## src/rtl/hilo_pkg.sv

```systemverilog
// rtl/hilo_pkg.sv - shared types and constants for the HI/LO unit and its divider
package hilo_pkg;

  typedef enum logic [1:0] {
    ST_IDLE = 2'd0,
    ST_RUN  = 2'd1,
    ST_FIX  = 2'd2
  } state_e;

  localparam int          DIV_ITER = 32;
  localparam logic [31:0] DIV0_QUO = 32'hFFFF_FFFF;

  function automatic logic [31:0] neg_if(input logic [31:0] v, input logic s);
    return s ? (~v + 32'd1) : v;
  endfunction

endpackage

```

## src/rtl/hilo_if.sv

```systemverilog
// rtl/hilo_if.sv - HI/LO access and divide-control bundle between ALU stage and hilo_unit
interface hilo_if;
  logic        hilo_we;
  logic [63:0] hilo_wdata;
  logic [63:0] hilo_rdata;
  logic        div_start;
  logic        div_signed;
  logic [31:0] div_a;
  logic [31:0] div_b;
  logic        flush;
  logic        div_busy;
  logic        div_done;
  logic        stall;

  modport master (
    output hilo_we, hilo_wdata, div_start, div_signed, div_a, div_b, flush,
    input  hilo_rdata, div_busy, div_done, stall
  );

  modport slave (
    input  hilo_we, hilo_wdata, div_start, div_signed, div_a, div_b, flush,
    output hilo_rdata, div_busy, div_done, stall
  );
endinterface

```

## src/rtl/hilo_unit_div_iter.sv

```systemverilog
// rtl/hilo_unit_div_iter.sv - unsigned restoring shift-subtract core, one quotient bit per cycle
module div_iter
  import hilo_pkg::*;
(
  input  logic        clk,
  input  logic        rst,
  input  logic        start_i,
  input  logic        flush_i,
  input  logic [31:0] a_i,
  input  logic [31:0] b_i,
  output logic        done_o,
  output logic [31:0] quo_o,
  output logic [31:0] rem_o
);
  localparam int CW = $clog2(DIV_ITER);

  logic [31:0]   rem_q, rem_d, quo_q, quo_d, b_q;
  logic [CW-1:0] cnt_q, cnt_d;
  logic          run_q, run_d;
  logic [32:0]   trial, diff;

  assign done_o = run_q & (cnt_q == CW'(DIV_ITER - 1));
  assign quo_o  = quo_q;
  assign rem_o  = rem_q;

  // rem < b always holds, so the 33-bit trial stays below 2b and diff[32] is the borrow
  always_comb begin
    trial = {rem_q, quo_q[31]};
    diff  = trial - {1'b0, b_q};
    rem_d = rem_q;
    quo_d = quo_q;
    cnt_d = cnt_q;
    run_d = run_q;
    if (start_i) begin
      rem_d = '0;
      quo_d = a_i;
      cnt_d = '0;
      run_d = 1'b1;
    end else if (flush_i) begin
      run_d = 1'b0;
    end else if (run_q) begin
      rem_d = diff[32] ? trial[31:0] : diff[31:0];
      quo_d = {quo_q[30:0], ~diff[32]};
      cnt_d = cnt_q + 1'b1;
      if (done_o) run_d = 1'b0;
    end
  end

  always_ff @(posedge clk or posedge rst) begin
    if (rst) begin
      rem_q <= '0;
      quo_q <= '0;
      b_q   <= '0;
      cnt_q <= '0;
      run_q <= 1'b0;
    end else begin
      rem_q <= rem_d;
      quo_q <= quo_d;
      cnt_q <= cnt_d;
      run_q <= run_d;
      if (start_i) b_q <= b_i;
    end
  end
endmodule

```

## src/rtl/hilo_unit.sv

```systemverilog
// rtl/hilo_unit.sv - HI/LO registers with read bypass and optional iterative divider (HILO_DIV_EN)
module hilo_unit
  import hilo_pkg::*;
#(
  parameter logic [63:0] RESET_HILO = 64'h0
) (
  input  logic   clk,
  input  logic   rst,
  hilo_if.slave  bus
);
  logic [31:0] hi_q, hi_d, lo_q, lo_d;

  assign bus.hilo_rdata = bus.hilo_we ? bus.hilo_wdata : {hi_q, lo_q};

`ifdef HILO_DIV_EN
  state_e      state_q, state_d;
  logic        busy_q, done_q, done_d;
  logic        sa_q, sb_q, dbz_q;
  logic [31:0] araw_q;
  logic        start_acc, sa_in, sb_in, iter_done;
  logic [31:0] quo, rem;

  assign start_acc = (state_q == ST_IDLE) & bus.div_start & ~bus.flush;
  assign sa_in     = bus.div_signed & bus.div_a[31];
  assign sb_in     = bus.div_signed & bus.div_b[31];

  div_iter u_iter (
    .clk     (clk),
    .rst     (rst),
    .start_i (start_acc),
    .flush_i (bus.flush),
    .a_i     (neg_if(bus.div_a, sa_in)),
    .b_i     (neg_if(bus.div_b, sb_in)),
    .done_o  (iter_done),
    .quo_o   (quo),
    .rem_o   (rem)
  );

  always_comb begin
    state_d = state_q;
    done_d  = 1'b0;
    hi_d    = hi_q;
    lo_d    = lo_q;
    unique case (state_q)
      ST_IDLE: begin
        if (bus.hilo_we) {hi_d, lo_d} = bus.hilo_wdata;
        if (start_acc) state_d = ST_RUN;
      end
      ST_RUN: begin
        if (bus.flush) state_d = ST_IDLE;
        else if (iter_done) state_d = ST_FIX;
      end
      ST_FIX: begin
        state_d = ST_IDLE;
        if (!bus.flush) begin
          hi_d   = dbz_q ? araw_q : neg_if(rem, sa_q);
          lo_d   = dbz_q ? DIV0_QUO : neg_if(quo, sa_q ^ sb_q);
          done_d = 1'b1;
        end
      end
      default: state_d = ST_IDLE;
    endcase
  end

  always_ff @(posedge clk or posedge rst) begin
    if (rst) begin
      state_q <= ST_IDLE;
      busy_q  <= 1'b0;
      done_q  <= 1'b0;
      sa_q    <= 1'b0;
      sb_q    <= 1'b0;
      dbz_q   <= 1'b0;
      araw_q  <= '0;
    end else begin
      state_q <= state_d;
      busy_q  <= (state_d != ST_IDLE);
      done_q  <= done_d;
      if (start_acc) begin
        sa_q   <= sa_in;
        sb_q   <= sb_in;
        dbz_q  <= (bus.div_b == 32'd0);
        araw_q <= bus.div_a;
      end
    end
  end

  assign bus.div_busy = busy_q;
  assign bus.div_done = done_q;
  assign bus.stall    = busy_q | (bus.div_start & (state_q == ST_IDLE));
`else
  logic unused_div;
  assign unused_div = ^{bus.div_start, bus.div_signed, bus.div_a, bus.div_b, bus.flush};

  always_comb begin
    {hi_d, lo_d} = {hi_q, lo_q};
    if (bus.hilo_we) {hi_d, lo_d} = bus.hilo_wdata;
  end

  assign bus.div_busy = 1'b0;
  assign bus.div_done = 1'b0;
  assign bus.stall    = 1'b0;
`endif

  always_ff @(posedge clk or posedge rst) begin
    if (rst) begin
      {hi_q, lo_q} <= RESET_HILO;
    end else begin
      hi_q <= hi_d;
      lo_q <= lo_d;
    end
  end
endmodule
```

## src/flat_wrapper.sv

```systemverilog
// flat-port wrapper written by rule: the top's interface ports become plain ports
module hilo_unit_flat import hilo_pkg::*;
#(
  parameter logic [63:0] RESET_HILO = 64'h0
)
  (clk, rst, bus_hilo_we, bus_hilo_wdata, bus_div_start, bus_div_signed, bus_div_a, bus_div_b, bus_flush, bus_hilo_rdata, bus_div_busy, bus_div_done, bus_stall);
  hilo_if bus_i ();
  input  logic clk;
  input  logic rst;
  input wire logic [$bits(bus_i.hilo_we)-1:0] bus_hilo_we;
  input wire logic [$bits(bus_i.hilo_wdata)-1:0] bus_hilo_wdata;
  input wire logic [$bits(bus_i.div_start)-1:0] bus_div_start;
  input wire logic [$bits(bus_i.div_signed)-1:0] bus_div_signed;
  input wire logic [$bits(bus_i.div_a)-1:0] bus_div_a;
  input wire logic [$bits(bus_i.div_b)-1:0] bus_div_b;
  input wire logic [$bits(bus_i.flush)-1:0] bus_flush;
  output wire logic [$bits(bus_i.hilo_rdata)-1:0] bus_hilo_rdata;
  output wire logic [$bits(bus_i.div_busy)-1:0] bus_div_busy;
  output wire logic [$bits(bus_i.div_done)-1:0] bus_div_done;
  output wire logic [$bits(bus_i.stall)-1:0] bus_stall;
  assign bus_i.hilo_we = bus_hilo_we;
  assign bus_i.hilo_wdata = bus_hilo_wdata;
  assign bus_i.div_start = bus_div_start;
  assign bus_i.div_signed = bus_div_signed;
  assign bus_i.div_a = bus_div_a;
  assign bus_i.div_b = bus_div_b;
  assign bus_i.flush = bus_flush;
  assign bus_hilo_rdata = bus_i.hilo_rdata;
  assign bus_div_busy = bus_i.div_busy;
  assign bus_div_done = bus_i.div_done;
  assign bus_stall = bus_i.stall;
  hilo_unit #(.RESET_HILO(RESET_HILO)) u_core (.clk(clk), .rst(rst), .bus(bus_i));
endmodule
```

## config.mk

```make
export PLATFORM = sky130hd
export DESIGN_NAME = hilo_unit_flat
export DESIGN_NICKNAME = d
export VERILOG_FILES = /design/src/rtl/hilo_pkg.sv /design/src/rtl/hilo_if.sv /design/src/rtl/hilo_unit_div_iter.sv /design/src/rtl/hilo_unit.sv /design/src/flat_wrapper.sv
export SDC_FILE = /design/constraint.sdc
export NUM_CORES = 1
export LEC_CHECK = 0
export CORE_MARGIN = 10
export CORE_UTILIZATION = 57
export CTS_CLUSTER_SIZE = 8
export DETAILED_ROUTE_END_ITERATION = 7
export DONT_BUFFER_PORTS = 1
export GPL_TIMING_DRIVEN = 0
export PLACE_DENSITY = 0.8
export SLEW_MARGIN = 20
export SYNTH_ARGS = -nofsm -noshare
export SYNTH_HDL_FRONTEND = slang
export SYNTH_HIERARCHICAL = 1
export SYNTH_SLANG_ARGS = --single-unit
```

## constraint.sdc

```tcl
create_clock -name clk -period 3.25 [get_ports clk]
set_input_delay 0.975 -clock clk [delete_from_list [all_inputs] [get_ports clk]]
set_output_delay 0.975 -clock clk [all_outputs]
set_load 0.005 [all_outputs]
```

* Yosys cells after proc, flatten, opt, wreduce, memory -nomap -nowiden *
Cells that the tools add are included.

cells by class
  mux-type cells = 1

operators by type and width
  cell      number
  $mux W64  1

word-level totals
  register bits = 64
  input bits = 134
  output and inout bits = 67

* Logic depth before layout (Yosys ltp) *
Gate-level depths: netlist of run 1.

  depth after elaboration = 1
  depth in mapped cells = 3
  depth with buffers taken out = 1

* Worst setup path before layout of run 1 *
OpenSTA, ideal clock, no wires.

  kind = input to output
  start = input port bus_hilo_we
  end = output port bus_hilo_rdata[0]
  data required time = 2275 ps
  arrival time = 1598 ps
  buffers on the path = 2
  cell stages on the path = 3
  setup slack = 677 ps
  cell sequence = buf_6 buf_12 mux2_4

on the way
  longest elaborated chain between the ends = 1

RTL lines
  what                RTL line            source
  start: declaration  flat_wrapper.sv:10  input wire logic [$bits(bus_i.hilo_we)-1:0] bus_hilo_we;
  $mux W64            hilo_unit.sv:13     assign bus.hilo_rdata = bus.hilo_we ? bus.hilo_wdata : {hi_q, lo_q};
  end: declaration    flat_wrapper.sv:17  output wire logic [$bits(bus_i.hilo_rdata)-1:0] bus_hilo_rdata;

Every way passes these cells.

* Worst setup path in the final report of run 1 *
  start = input port bus_hilo_we
  end = output port bus_hilo_rdata[9]

The elaborated chain is that of the path after synthesis.

==> results of run 1 <==
## registers in the layout (all words and copies together), names as in the netlist
name / count
u_core/hi_q: 32
u_core/lo_q: 32
## worst max-delay path, stage by stage
cell	delay [ns]
buf_6	0.18
buf_12	0.17
mux2_4	0.33
## layout make-up
cell class              instances  area share
inverters                       1     0.00208
clock buffers                  14      0.0608
well taps                      54      0.0225
multi-input cells              67       0.319
clock inverters                 2      0.0117
flip-flops and latches         64       0.533
plain buffers                  10      0.0512
## cells in the mapped netlist (all sizes together)
cell | count | area [um^2]
mux2 | 64 | 946
conb | 1 | 3.75
buf | 10 | 154
inv | 1 | 3.75
dfrtp | 64 | 1600
## routing by layer
metal | global-route usage | up-vias | part of all wire
li1 | - | 509 | -
met1 | 0.162 | 596 | 0.34
met2 | 0.235 | 79 | 0.49
met3 | 0.0975 | 8 | 0.16
met4 | 0.0621 | 0 | 0.0096
met5 | 0 | - | 0
## cells in the final DEF (no fill, tap or decap)
cell / instances
mux2_4: 60
buf_6: 1
dfrtp_1: 64
inv_4: 1
mux2_2: 4
conb_1: 3
clkinv_2: 1
clkbuf_8: 13
clkbuf_1: 1
bufinv_16: 1
buf_12: 6
buf_4: 3
## cell families (layout without fill, tap and decap cells)
family | after synthesis | in the layout
other | 1 | 3
buffers and inverters | 11 | 27
muxes | 64 | 64
DFF | 64 | 64
## metrics by stage
stage               instances  area [um^2]
finish                    212         3000
global route              212         3000
CTS                       212         3000
detailed placement        196         2790
global placement          196         2780
floorplan                 142         2720
## power by group
group | internal, uW | total, uW | switching, uW
Sequential | 876 | 902 | 26.0
Clock | 437 | 710 | 273
Combinational | 137 | 248 | 112
## how the worst min path moves through the flow
stage                                      startpoint                     endpoint  slack (ns)
after detailed placement  u_core/hi_q[29]$_DFFE_PP0P_  u_core/hi_q[29]$_DFFE_PP0P_        0.49
after CTS                 u_core/lo_q[15]$_DFFE_PP0P_  u_core/lo_q[15]$_DFFE_PP0P_        0.51
after floorplan            u_core/hi_q[0]$_DFFE_PP0P_   u_core/hi_q[0]$_DFFE_PP0P_        0.48
final                     u_core/lo_q[15]$_DFFE_PP0P_  u_core/lo_q[15]$_DFFE_PP0P_        0.50
after global routing      u_core/lo_q[21]$_DFFE_PP0P_  u_core/lo_q[21]$_DFFE_PP0P_        0.51
after global placement    u_core/lo_q[23]$_DFFE_PP0P_  u_core/lo_q[23]$_DFFE_PP0P_        0.49
==> metrics.csv, run 1 <==
metric,value,unit
outcome,completed,
cts-root-buf,clkbuf_8,
synthMuxAreaShare,0.349,
grt_usage,0.152,
peakVddDrop,0.357,mV
arrival,1.65,ns
ff_latch_area,1600,um^2
routedWlPerCell,27.9,um
grt_pass1_wl,8820,um
maxCapViolCount,0,
rr_worst_depth,1,
cts_resized,0,
synth_cell_types,8,
tns,0,ns
hpwl,4570,um
fillers,324,
num_vias,1192,
cp.required,2.27,ns
power_density,619,nW/um^2
hold_viol_final,0,
seq_area_frac_synth,0.591,
route.detailed.drc,0,
coreArea,4660,um^2
synth_area,2710,um^2
yosys.area_share.simple,0,
critPathCaptureType,output pin,
grt_max_degree,65,
io_buffers,0,
cts_tree,built,
rsz0062_at_grt,no,
place_ws,0.615,ns
drive_above_1_share,0.570,
antennaDiodeCount,0,
crit_end,bus_hilo_rdata[9],
final_max_slew_viol_count,0,
cp-startpoint,bus_hilo_we,
grt_pass1_vias,1436,
drt-initial-drc-count,41,
r2r_setup_slack,2.44,ns
synth-seq-cells,64,
fin_crit_sh,0.808,
power.leakage,0.00146,uW
worstReg2RegEnd,u_core/hi_q[14]$_DFFE_PP0P_,
worstSkewPairLatency,0.33,ns
ios,201,
die_area,7910,um^2
total_power,1860,uW
rows,25,
clock_skew,0,ns
cts_hold_buffers,0,
postCtsSetupRepairBufs,0,
initial_core_util,0.581,
finalSetupViolCount,0,
vias_per_cell,5.62,
hold_depth,1,
r2r_start,u_core/hi_q[14]$_DFFE_PP0P_,
critical_path_class,input pin to output pin,
hold_class,flop to flop,
synthXorXnorAreaFrac,0,
die_y,88.9,um
synth.yosys.warnings,6,
antenna_left,0,
grt_remaining_overflow,0,
worstPathMaxFanout,10,
finalWorstSetupSlack,0.623,ns
areaGrowthSynthToFinish,10.9,%
avgSynthCellArea,19.3,um^2
final_nets,287,
firstDrtPassIters,4,
clock_sinks,64,
slew_headroom,0.509,
path_clk_slew,0.06,ns
fin_crit,2.63,ns
antenna_found_initial,0,
htree_levels,3,
cts_buffers,9,
cp-start-kind,input pin,
syn_inst,140,
clk_path_buf_depth,2,
worstMarginPinSlew,0.737,ns
die_x,88.9,um
gp_congestion,0.743,
fin_util,0.645,
synth_compound_area_frac,0,
multi_input_area,957,um^2
whs,0.504,ns
yosys.area_share.adder,0,
wl,5910,um
fmax,381,MHz
synth_top_family_by_area,multiplexers,
Power figures use the tool's default switching activity.
==> run 2, diff against run 1 <==
CORE_UTILIZATION = 56   (was 57)
PLACE_DENSITY = 0.82   (was 0.8)
clock period = 2.1 ns   (was 3.25 ns; I/O delays follow)
==> metrics.csv, run 2 (same netlist as run 1, synthesis figures left out) <==
metric,value,unit,change
outcome,completed,,
finalWorstSetupSlack,0.152,ns,-0.471 ns
maxCapViolCount,0,,unchanged
power_density,891,nW/um^2,+44%
critPathCaptureType,output pin,,
cp.required,1.47,ns,-0.80 ns
peakVddDrop,0.559,mV,+57%
initial_core_util,0.577,,-0.00387
postCtsSetupRepairBufs,0,,unchanged
firstDrtPassIters,2,,-2
arrival,1.32,ns,-0.33 ns
fmax,513,MHz,
path_buf_inv,2,,unchanged
antennaDiodeCount,0,,unchanged
place_ws,0.140,ns,-0.475 ns
antenna_found_initial,0,,unchanged
routedWlPerCell,28.2,um,+1.0%
whs,0.257,ns,-0.247 ns
grt_pass1_wl,8900,um,+0.94%
grt_usage,0.154,,+0.00232
coreArea,4690,um^2,+0.67%
critical_path_class,input pin to output pin,,
io_buffers,0,,unchanged
drive_above_1_share,0.554,,-0.0155
r2r_setup_slack,1.31,ns,-1.13 ns
drt-initial-drc-count,33,,-20%
hold_class,input pin to async pin,,
htree_levels,3,,unchanged
multi_input_area,957,um^2,unchanged
cts_buffers,9,,unchanged
fin_crit_sh,0.928,,
worstSkewPairLatency,0.32,ns,about the same
rows,25,,unchanged
final_cell_mix,"dfrtp_1, mux2_4, clkbuf_8",,
rsz0062_at_grt,no,,
hpwl,4640,um,+1.5%
die_x,89.6,um,+0.69%
clk_path_buf_depth,2,,unchanged
clock_sinks,64,,unchanged
fin_crit,1.95,ns,
grt_max_degree,34,,-48%
power.leakage,0.00143,uW,-1.9%
worstMarginPinSlew,0.671,ns,-0.0661 ns
die_y,89.6,um,+0.69%
path_clk_slew,0.06,ns,about the same
layout_commonest_cell,dfrtp_1,,
ff_latch_area,1600,um^2,unchanged
clock_skew,0,ns,unchanged
path_delay_family,buffers and inverters,,
fillers,322,,-0.62%
ios,201,,unchanged
vias_per_cell,5.66,,+0.73%
die_area,8020,um^2,+1.4%
route.detailed.drc,0,,unchanged
slew_headroom,0.552,,+0.0431
grt_remaining_overflow,0,,unchanged
reg.largest.list,"u_core/hi_q (32), u_core/lo_q (32)",,
total_power,2640,uW,+42%
tns,0,ns,unchanged
final_max_slew_viol_count,0,,unchanged
finalSetupViolCount,0,,unchanged
wl,5940,um,+0.52%
slowest_delay,0.32,ns,about the same
final_nets,288,,+0.35%
slowest_stage,mux2_4,,
hold_viol_final,0,,unchanged
worstPathMaxFanout,10,,unchanged
crit_chain,buf_6 -> buf_12 -> mux2_4,,
gp_congestion,0.712,,-4.2%
cp-start-kind,input pin,,
num_vias,1195,,+0.25%
cts-root-buf,clkbuf_8,,
areaGrowthSynthToFinish,9.33,%,
grt_pass1_vias,1472,,+2.5%
cts_tree,built,,
cts_resized,0,,unchanged
antenna_left,0,,unchanged
cts_hold_buffers,0,,unchanged
## run 2: cell count changes in the layout (fill, tap and decap cells not counted), sizes merged
cell / change
clkinvlp: +1
buf: +1
bufinv: -1
inv: -1
clkbuf: -1
## run 2: metal layers
layer	vias up	global-route usage	part of all wire	wire length, um
met5	-	0	0	0
met4	0	0.0564	0.0096	57
met3	6	0.124	0.18	1060
met2	95	0.230	0.48	2830
met1	590	0.159	0.34	2000
li1	504	-	-	-
## run 2: cell type report
| cell class | count | share of cell area |
|---|---|---|
| inverter | 1 | 0.00253 |
| multi-input combinational | 67 | 0.323 |
| clock inverter | 1 | 0.00169 |
| clock buffer | 13 | 0.0503 |
| sequential | 64 | 0.541 |
| tap | 54 | 0.0228 |
| buffer | 10 | 0.0520 |
| timing repair buffer | 1 | 0.00676 |
## run 2: path summary, 6_finish.rpt
path,to,cells after the start,start
max in group asynchronous,u_core/lo_q[18]$_DFFE_PP0P_,2,rst
max reg2reg,u_core/lo_q[8]$_DFFE_PP0P_,1,u_core/lo_q[8]$_DFFE_PP0P_
min reg2reg,u_core/hi_q[2]$_DFFE_PP0P_,1,u_core/hi_q[2]$_DFFE_PP0P_
min in group clk,u_core/hi_q[8]$_DFFE_PP0P_,1,bus_hilo_wdata[40]
min,u_core/hi_q[26]$_DFFE_PP0P_,1,rst
max,bus_hilo_rdata[33],3,bus_hilo_we
## run 2: per-stage QoR
| step | std cells | cell area (um^2) | utilization |
|---|---|---|---|
| after floorplan | 142 | 2720 | - |
| after global placement | 196 | 2790 | 0.594 |
| after detailed placement | 197 | 2810 | 0.598 |
| after CTS | 211 | 2960 | 0.631 |
| after global routing | 211 | 2960 | 0.631 |
| final | 211 | 2960 | 0.631 |
## run 2: report_power, final
group / leakage, uW / internal, uW / total, uW / switching (uW)
logic: 0.000606 / 215 / 386 / 171
registers: 0.000748 / 1360 / 1400 / 41.6
clock network: 0.0000794 / 447 / 857 / 410
total: 0.00143 / 2020 / 2640 / 623
